File: src/rtl/axis_packet_generator.sv
// axis_packet_generator: AXI-Lite programmed AXI4-Stream packet source.
// Emits PKT_CNT packets of PKT_LEN beats after START_DELAY, GAP apart.
//
// Ports:
//   s0_axi_aclk / s0_axi_areset : clock, synchronous active-high reset
//   s0_axi_aw* / w* / b*        : AXI-Lite write (5-bit addr, 8 word regs)
//   s0_axi_ar* / r*             : AXI-Lite read
//   m0_axis_t*                  : AXI4-Stream master, tdata = beat counter
//
// Register map (word index = addr[4:2]):
//   0 CTRL (bit0 START pulse)  1 START_DELAY  2 GAP  3 PKT_LEN
//   4 PKT_CNT  5 STATUS (bit0 DONE, bit1 BUSY, RO)  6-7 reserved

module axis_packet_generator #(
  parameter int C_S0_AXI_DATA_WIDTH   = 32,
  parameter int C_S0_AXI_ADDR_WIDTH   = 5,
  parameter int C_M0_AXIS_TDATA_WIDTH = 32
) (
  input  logic                               s0_axi_aclk,
  input  logic                               s0_axi_areset,
  input  logic [C_S0_AXI_ADDR_WIDTH-1:0]     s0_axi_awaddr,
  input  logic [2:0]                         s0_axi_awprot,
  input  logic                               s0_axi_awvalid,
  output logic                               s0_axi_awready,
  input  logic [C_S0_AXI_DATA_WIDTH-1:0]     s0_axi_wdata,
  input  logic [C_S0_AXI_DATA_WIDTH/8-1:0]   s0_axi_wstrb,
  input  logic                               s0_axi_wvalid,
  output logic                               s0_axi_wready,
  output logic [1:0]                         s0_axi_bresp,
  output logic                               s0_axi_bvalid,
  input  logic                               s0_axi_bready,
  input  logic [C_S0_AXI_ADDR_WIDTH-1:0]     s0_axi_araddr,
  input  logic [2:0]                         s0_axi_arprot,
  input  logic                               s0_axi_arvalid,
  output logic                               s0_axi_arready,
  output logic [C_S0_AXI_DATA_WIDTH-1:0]     s0_axi_rdata,
  output logic [1:0]                         s0_axi_rresp,
  output logic                               s0_axi_rvalid,
  input  logic                               s0_axi_rready,
  output logic                               m0_axis_tvalid,
  output logic [C_M0_AXIS_TDATA_WIDTH-1:0]   m0_axis_tdata,
  output logic                               m0_axis_tlast,
  input  logic                               m0_axis_tready
);

  typedef enum logic [1:0] {
    S_IDLE,
    S_DELAY,
    S_SEND,
    S_GAP
  } state_t;

  state_t state;
  state_t state_next;

  logic        clk;
  logic        rst;
  assign clk = s0_axi_aclk;
  assign rst = s0_axi_areset;

  // write-side handshake and decode
  logic        wr_rdy;
  logic        aw_hs;
  logic        ar_hs;
  logic [2:0]  wr_idx;
  logic [2:0]  rd_idx;
  logic        start_req;

  // software-visible configuration
  logic [31:0] reg_delay;
  logic [31:0] reg_gap;
  logic [31:0] reg_len;
  logic [31:0] reg_cnt;
  logic [31:0] rd_val;

  // run-time working copies
  logic [31:0] len_w;
  logic [31:0] gap_w;
  logic [31:0] pkts_left;
  logic [31:0] beat_idx;
  logic [31:0] wait_cnt;
  logic [31:0] beat_cnt;
  logic        done;
  logic        busy;

  // FSM control strobes
  logic        load;
  logic        wait_dec;
  logic        gap_load;
  logic        beat_acc;
  logic        pkt_end;
  logic        finish;
  logic        is_last;

  assign s0_axi_awready = wr_rdy;
  assign s0_axi_wready  = wr_rdy;
  assign s0_axi_bresp   = 2'b00;
  assign s0_axi_rresp   = 2'b00;

  // wr_rdy only rises while both valids are up, so aw_hs implies w too
  assign aw_hs  = wr_rdy && s0_axi_awvalid && s0_axi_wvalid;
  assign ar_hs  = s0_axi_arready && s0_axi_arvalid;
  assign wr_idx = s0_axi_awaddr[4:2];
  assign rd_idx = s0_axi_araddr[4:2];

  assign start_req = aw_hs && (wr_idx == 3'd0)
                  && s0_axi_wstrb[0] && s0_axi_wdata[0];

  assign busy    = (state != S_IDLE);
  assign is_last = (beat_idx == len_w - 32'd1);

  assign m0_axis_tvalid = (state == S_SEND);
  assign m0_axis_tlast  = (state == S_SEND) && is_last;
  assign m0_axis_tdata  = C_M0_AXIS_TDATA_WIDTH'(beat_cnt);

  logic unused_ok;
  assign unused_ok = ^{s0_axi_awprot, s0_axi_arprot,
                       s0_axi_awaddr[1:0], s0_axi_araddr[1:0]};

  function automatic logic [31:0] apply_strb(
    input logic [31:0] old,
    input logic [31:0] d,
    input logic [3:0]  s
  );
    logic [31:0] r;
    r = old;
    for (int i = 0; i < 4; i++) begin
      if (s[i]) r[i*8 +: 8] = d[i*8 +: 8];
    end
    return r;
  endfunction

  always_comb begin
    rd_val = 32'd0;
    unique case (rd_idx)
      3'd1:    rd_val = reg_delay;
      3'd2:    rd_val = reg_gap;
      3'd3:    rd_val = reg_len;
      3'd4:    rd_val = reg_cnt;
      3'd5:    rd_val = {30'd0, busy, done};
      default: rd_val = 32'd0;
    endcase
  end

  // AXI-Lite slave and configuration registers
  always_ff @(posedge clk) begin
    if (rst) begin
      wr_rdy         <= 1'b0;
      s0_axi_bvalid  <= 1'b0;
      s0_axi_arready <= 1'b0;
      s0_axi_rvalid  <= 1'b0;
      s0_axi_rdata   <= '0;
      reg_delay      <= 32'd0;
      reg_gap        <= 32'd0;
      reg_len        <= 32'd0;
      reg_cnt        <= 32'd0;
    end else begin
      // !wr_rdy keeps the ready a single-cycle pulse
      wr_rdy <= s0_axi_awvalid && s0_axi_wvalid
             && !s0_axi_bvalid && !wr_rdy;
      if (aw_hs) begin
        s0_axi_bvalid <= 1'b1;
      end else if (s0_axi_bready) begin
        s0_axi_bvalid <= 1'b0;
      end
      if (aw_hs) begin
        unique case (wr_idx)
          3'd1: reg_delay <= apply_strb(reg_delay, s0_axi_wdata,
                                        s0_axi_wstrb);
          3'd2: reg_gap   <= apply_strb(reg_gap, s0_axi_wdata,
                                        s0_axi_wstrb);
          3'd3: reg_len   <= apply_strb(reg_len, s0_axi_wdata,
                                        s0_axi_wstrb);
          3'd4: reg_cnt   <= apply_strb(reg_cnt, s0_axi_wdata,
                                        s0_axi_wstrb);
          default: ;
        endcase
      end
      s0_axi_arready <= s0_axi_arvalid && !s0_axi_rvalid
                     && !s0_axi_arready;
      if (ar_hs) begin
        s0_axi_rvalid <= 1'b1;
        s0_axi_rdata  <= rd_val;
      end else if (s0_axi_rready) begin
        s0_axi_rvalid <= 1'b0;
      end
    end
  end

  always_ff @(posedge clk) begin
    if (rst) begin
      state <= S_IDLE;
    end else begin
      state <= state_next;
    end
  end

  always_comb begin
    state_next = state;
    load       = 1'b0;
    wait_dec   = 1'b0;
    gap_load   = 1'b0;
    beat_acc   = 1'b0;
    pkt_end    = 1'b0;
    finish     = 1'b0;
    unique case (state)
      S_IDLE: begin
        if (start_req) begin
          state_next = S_DELAY;
          load       = 1'b1;
        end
      end
      S_DELAY: begin
        // wait_cnt==0 costs one cycle, giving START_DELAY+1 total
        if (wait_cnt == 32'd0) begin
          if (len_w == 32'd0 || pkts_left == 32'd0) begin
            state_next = S_IDLE;
            finish     = 1'b1;
          end else begin
            state_next = S_SEND;
          end
        end else begin
          wait_dec = 1'b1;
        end
      end
      S_SEND: begin
        if (m0_axis_tready) begin
          beat_acc = 1'b1;
          if (is_last) begin
            pkt_end = 1'b1;
            if (pkts_left == 32'd1) begin
              state_next = S_IDLE;
              finish     = 1'b1;
            end else if (gap_w != 32'd0) begin
              state_next = S_GAP;
              gap_load   = 1'b1;
            end
          end
        end
      end
      S_GAP: begin
        if (wait_cnt == 32'd0) begin
          state_next = S_SEND;
        end else begin
          wait_dec = 1'b1;
        end
      end
      default: state_next = S_IDLE;
    endcase
  end

  always_ff @(posedge clk) begin
    if (rst) begin
      len_w     <= 32'd0;
      gap_w     <= 32'd0;
      pkts_left <= 32'd0;
      beat_idx  <= 32'd0;
      wait_cnt  <= 32'd0;
      beat_cnt  <= 32'd0;
      done      <= 1'b0;
    end else begin
      if (load) begin
        len_w     <= reg_len;
        gap_w     <= reg_gap;
        pkts_left <= reg_cnt;
        wait_cnt  <= reg_delay;
        beat_idx  <= 32'd0;
        beat_cnt  <= 32'd0;
        done      <= 1'b0;
      end
      if (wait_dec) begin
        wait_cnt <= wait_cnt - 32'd1;
      end
      // GAP state lasts gap_w cycles: load gap_w-1, leave at zero
      if (gap_load) begin
        wait_cnt <= gap_w - 32'd1;
      end
      if (beat_acc) begin
        beat_cnt <= beat_cnt + 32'd1;
        beat_idx <= pkt_end ? 32'd0 : beat_idx + 32'd1;
      end
      if (pkt_end) begin
        pkts_left <= pkts_left - 32'd1;
      end
      if (finish) begin
        done <= 1'b1;
      end
    end
  end

endmodule

File: config.mk
export PLATFORM = sky130hd
export DESIGN_NAME = axis_packet_generator
export DESIGN_NICKNAME = d
export VERILOG_FILES = /design/src/rtl/axis_packet_generator.sv
export SDC_FILE = /design/constraint.sdc
export NUM_CORES = 1
export LEC_CHECK = 0
export CORE_ASPECT_RATIO = 0.7
export CORE_MARGIN = 1.5
export CORE_UTILIZATION = 59
export CTS_BUF_LIST = sky130_fd_sc_hd__clkbuf_16
export DETAILED_ROUTE_END_ITERATION = 10
export GPL_TIMING_DRIVEN = 0
export PLACE_DENSITY_LB_ADDON = 0.05
export SLEW_MARGIN = 25
export SYNTH_ARGS = -nofsm -noshare
export SYNTH_HDL_FRONTEND = slang
export SYNTH_SLANG_ARGS = --single-unit
export TNS_END_PERCENT = 20
File: constraint.sdc
create_clock -name s0_axi_aclk -period 4.4 [get_ports s0_axi_aclk]
set_input_delay 0.88 -clock s0_axi_aclk [delete_from_list [all_inputs] [get_ports s0_axi_aclk]]
set_output_delay 0.88 -clock s0_axi_aclk [all_outputs]
set_load 0.05 [all_outputs]
==> results of run 1 <==
==> layout make-up <==
type,instances,area [sq um]
plain buffers,134,561
clock buffers,37,926
clock inverters,25,213
fillers,2514,8980
inverters,23,86.3
multi-input cells,1725,10200
flip-flops and latches,359,7190
well taps,412,515
repair buffers,129,1270
==> what timing repair did <==
item,in CTS,in global routing
hold endpoints to repair,0,0
pin swaps,2,5
setup endpoints to repair,11,63
gates resized for setup,13,14
setup buffers,2,7
==> through the flow <==
stage | utilization (%) | worst slack, ns | hold slack [ns]
floorplan | - | 0.774 | 0.444
global placement | 65.5 | -0.555 | 0.440
detailed placement | 65.5 | -0.582 | 0.453
CTS | 69.5 | 0.0397 | 0.463
global route | 70.0 | -0.0251 | 0.482
finish | 70.0 | 0.0360 | 0.455
==> synthesized netlist by cell type, types with 12 or more instances <==
cell type	count
nand2_1	294
nor2_1	343
or3_1	17
xnor2_1	48
dfxtp_1	359
nor4_1	28
nand3_1	81
a21oi_1	218
o21ai_0	77
clkbuf_1	105
inv_1	23
nand4_1	21
and3_1	21
o211ai_1	14
a22oi_1	70
mux2i_1	134
o311ai_0	17
a31oi_1	27
xor2_1	30
or4_1	12
nor3_1	66
ha_1	13
==> power by group <==
group | switching [mW] | total [mW] | internal [mW] | leakage [nW]
sequential | 0.126 | 3.48 | 3.36 | 2.89
combinational | 1.96 | 2.76 | 0.807 | 3.67
clock | 1.36 | 3.12 | 1.76 | 0.568
==> cells in the final DEF (no fill, tap or decap), drive strengths merged, types with 11 or more instances in the layout <==
cell             n
a21oi          220
nor2           346
nand3           82
o21ai           80
o211ai          14
nand4           22
clkinv          16
mux2            17
a211oi          13
a22oi           70
nor3            68
dfxtp          359
or4             14
clkdlybuf4s50  118
or3             18
xor2            30
xnor2           48
nor4            32
o311ai          19
mux2i          134
and2            11
or2             13
nand2          295
inv             27
ha              13
buf             38
a31oi           27
clkbuf         144
and3            21
==> registers in the layout (all words and copies together), names as in the netlist, 2 cells and up <==
register / flops
len_w: 32
gap_w: 32
reg_delay: 32
state: 2
s0_axi_rdata: 32
reg_gap: 32
reg_len: 32
pkts_left: 32
m0_axis_tdata: 32
reg_cnt: 32
wait_cnt: 32
beat_idx: 32
==> critical path: cells and delay by family, from the launching register on <==
| kind | cells | cell delay (ns) |
|---|---|---|
| AOI/OAI and AO/OA | 3 | 0.85 |
| adders and majority gates | 1 | 0.31 |
| xor gates and xnor gates | 1 | 0.13 |
| and+or+nand+nor | 3 | 0.85 |
| buffers and inverters | 2 | 0.32 |
| DFF | 1 | 0.47 |
==> worst max path at each step <==
| stage | end | cells past startpoint |
|---|---|---|
| 6_report | m0_axis_tlast | 10 |
| 2_1_floorplan | m0_axis_tlast | 7 |
| 4_1_cts | m0_axis_tlast | 11 |
| 3_5_place_dp | gap_w[26] | 10 |
| 5_1_grt | m0_axis_tlast | 11 |
| 3_3_place_gp | gap_w[25] | 10 |
==> kinds of logic after synthesis <==
kind of cell | Yosys count | synth area share, %
AO/OA/AOI/OAI | 509 | 17.7
XOR/XNOR | 78 | 3.82
adder cells (fa/ha/maj) | 13 | 0.910
buffers and inverters | 157 | 3.59
flip-flops | 359 | 40.2
multiplexers | 151 | 8.68
other | 1 | 0.0210
AND/OR/NAND/NOR | 970 | 25.1
==> per-layer routing <==
layer	part of all wire [%]	routed length (um)	global-route usage [%]
met1	44	28500	60.6
met2	39	25400	54.7
met3	14	9160	12.1
met4	3.6	2350	13.9
met5	0.087	57	1.57
==> results.yml, run 1 <==
outcome:
  status: "finished, final reports clean"
timing:
  fmax_mhz: 229
  fin_tns_setup_ns: 0
  worst_slew_pin_slew_ns: 1.17
  hold_violations: 0
  fin_skew_ns: 0.0205
  period_minus_slack_ns: 4.36
  slew_headroom_pct: 20.8
  min_period_over_period_pct: 99.2
  rsz0062_at_grt: "true"
  finalSetupViolCount: 0
  drv_slew: 0
routing:
  drtAntennaViolNets: 0
  drc: 0
  first_iter_violations: 2540
  route.vias.total: 18500
  firstDrtPassIters: 8
  wire_per_inst_um: 23.0
  routed_wl_um: 65400
  via_per_inst: 6.49
power:
  ir_drop_uv: 606
  power_mw: 9.36
  p_per_area_nw_per_um2: 447
  p_leak_nw: 7.13
die:
  die-area_sq_um: 31400
  coreArea_sq_um: 29900
  die_x_um: 211
  start_util_pct: 59.7
  dieHeight_um: 149
  io_pins: 135
  num_rows: 53
yosys:
  synth_edf_count: 0
  synthArstFlopShare_pct: 0
  ys.flop_type: "dfxtp_1"
  yosysWarnings: 0
  syn_area_per_cell_sq_um: 7.98
  synth_top_area_share_pct: 40.2
  synth.area.top_cells: "dfxtp_1, mux2i_1, nor2_1, nand2_1, a21oi_1"
  synth_seq_cells: 359
  synth_cells: 2238
  yosysSeqAreaShare_pct: 40.2
  synth_cell_types: 88
  yosys.area.top_type: "dfxtp_1"
  syn-cell-area_sq_um: 17900
setup_path:
  cp-start-kind: "flop"
  critPathLaunch: "len_w[0]"
  r2r_setup_slack_ns: 0.11
  end_kind: "primary output"
  crit_chain: "inv_1, ha_1, xnor2_1, a211o_1, a211oi_4, o2111ai_2, nor4_4, nand4_1, nor2_1, clkbuf_4"
  cp.arrival_ns: 3.48
  worstSetupPathType: "reg2out"
  cp_max_fo: 6
  crit_slowest_cell: "dfxtp_1"
  worst-r2r-cell-count: 8
  r2r-end: "wait_cnt[7]"
  required_ns: 3.52
  max_stage_delay_ns: 0.47
  reg2reg_from: "wait_cnt[4]"
flow_run:
  maxCapViolCount: 0
grt:
  track_usage_pct: 40.6
  grt_max_degree: 16
  grt_remaining_overflow: 0
  grt_antenna_before_repair: 0
  grt_pass1_vias: 16200
  grt_pass1_wl_um: 96600
placement:
  io_buffers: 119
  dp_hpwl_um: 49500
  placed_area_sq_um: 19600
  gp_congestion: 1.00
  dp.cells: 2773
worst_hold_path:
  min_to: "s0_axi_arready"
  hp-start: "s0_axi_rvalid"
  holdPathStages: 1
  hold_class: "reg2reg"
final_layout:
  finalNetCount: 2480
  drive_above_1_share_pct: 6.00
  layout.cells.non_filler: 2844
  num_antenna_cells: 0
  syn2layout_area_growth_pct: 17.1
  fin_area_sq_um: 20900
clock_network:
  numCtsBuffers: 35
  tritoncts: "built"
  htreeDepth: 2
  root_buffer: "clkbuf_16"
  cts.sinks: 359
  path_clk_slew_ns: 0.06
  clock_latency_ns: 0.55
  clk_path_buf_depth: 3
  cts_hold_repair.buffers: 0
(Power assumes the default switching activity.)
==> run 2, diff against run 1 <==
CAP_MARGIN = 20   (was default)
REMOVE_ABC_BUFFERS = 1   (was default)
==> results.yml, run 2 (synthesis gave the netlist of run 1 again) <==
timing:
  fmax_mhz: 234
  hold_ws_ns: 0.452
  worst_slew_pin_slew_ns: 1.11
  period_minus_slack_ns: 4.28
  rsz0062_at_grt: "false"
  min_period_over_period_pct: 97.3
  slew_headroom_pct: 25.6
  fin_skew_ns: 0.0112
  hold_violations: 0
  drv_slew: 0
  finalSetupViolCount: 0
routing:
  first_iter_violations: 2119
  firstDrtPassIters: 6
  drc: 0
  via_per_inst: 6.34
  drtAntennaViolNets: 0
  wire_per_inst_um: 20.6
  routed_wl_um: 56200
  route.vias.total: 17300
flow_run:
  maxCapViolCount: 0
clock_network:
  tritoncts: "built"
  clock_latency_ns: 0.54
  cts_hold_repair.buffers: 0
  path_clk_slew_ns: 0.07
  cts.sinks: 359
  htreeDepth: 2
  numCtsBuffers: 37
  root_buffer: "clkbuf_16"
  clk_path_buf_depth: 3
die:
  dieHeight_um: 149
  io_pins: 135
  start_util_pct: 59.7
  num_rows: 53
  die-area_sq_um: 31400
  coreArea_sq_um: 29900
  die_x_um: 211
outcome:
  status: "finished, final reports clean"
final_layout:
  drive_above_1_share_pct: 7.20
  num_antenna_cells: 0
  fin_util_pct: 69.5
  fin_area_sq_um: 20800
  mostFrequentLayoutCells: "dfxtp_1, nor2_1, nand2_1"
  final_common_cell: "dfxtp_1"
  syn2layout_area_growth_pct: 16.3
  finalNetCount: 2368
setup_path:
  cp_top_family: "simple AND/OR/NAND/NOR gates"
  crit_path_frequent_cell: "nor2_1"
  required_ns: 4.82
  cp.arrival_ns: 4.70
  end_kind: "flop"
  cp_max_fo: 35
  max_stage_delay_ns: 0.89
  path_buf_inv: 0
  crit_slowest_cell: "nor4b_2"
  crit_chain: "nor4_1, nor4b_2, a41o_2, nand2_1, o21ai_0, nor2_1, a21oi_1, nor2_1"
  worstSetupPathType: "reg2reg"
  cp-start-kind: "flop"
power:
  p_per_area_nw_per_um2: 484
  ir_drop_uv: 557
  p_leak_nw: 7.07
grt:
  grt_max_degree: 125
  track_usage_pct: 35.0
  grt_antenna_before_repair: 0
  grt_pass1_vias: 15300
  grt_pass1_wl_um: 86600
  grt_remaining_overflow: 0
placement:
  placed_area_sq_um: 19500
  io_buffers: 120
  gp_congestion: 0.950
  dp_hpwl_um: 38800
worst_hold_path:
  hold_class: "reg2reg"
run 2: layout make-up:
type                            instances  area, sq um
Sequential cell                       359         7190
Clock inverter                         25          165
Tap cell                              412          515
Timing Repair Buffer                  148         1590
Fill cell                            2486         9130
Multi-Input combinational cell       1726        10300
Inverter                               23         86.3
Clock buffer                           39          976
run 2: final timing paths:
path / startpoint / end / slack [ns] / depth (start not counted)
setup / recovery: wait_cnt[4] / wait_cnt[18] / 0.12 / 8
hold / removal: s0_axi_bvalid / s0_axi_awready / 0.45 / 1
setup reg to reg: wait_cnt[4] / wait_cnt[18] / 0.12 / 8
hold reg to reg: s0_axi_bvalid / s0_axi_awready / 0.45 / 1
run 2: report_power, final:
part           internal, mW  switching, mW
Combinational          1.05           2.35
Sequential             3.41          0.185
Clock                  1.72           1.34
run 2: routing by layer:
layer / vias up / GRT usage, % / share of wire (%)
li1: 8076 / - / -
met1: 8271 / 52.8 / 45
met2: 890 / 49.9 / 41
met3: 93 / 7.41 / 11
met4: 0 / 9.71 / 2.2
met5: - / 0 / 0
run 2: repair_timing:
item | in CTS | in global routing
buffers inserted | 6 | 2
pin swaps | 4 | 2
cloned | 1 | 0
hold endpoints to repair | 0 | 0
endpoints found under the setup margin | 33 | 27
gates resized for setup | 11 | 11
run 2: through the flow:
step / worst slack, ns / TNS (ns) / total power [mW] / instances
final: 0.119 / 0 / 10.1 / 2732
after global routing: 0.0161 / 0 / 10.5 / 2732
after CTS: 0.0123 / 0 / 9.97 / 2730
after detailed placement: -0.384 / -7.09 / 6.94 / 2659
after global placement: -11.12 / -2271.54 / 6.70 / 2639
after floorplan: -0.131 / -0.369 / 5.79 / 2107
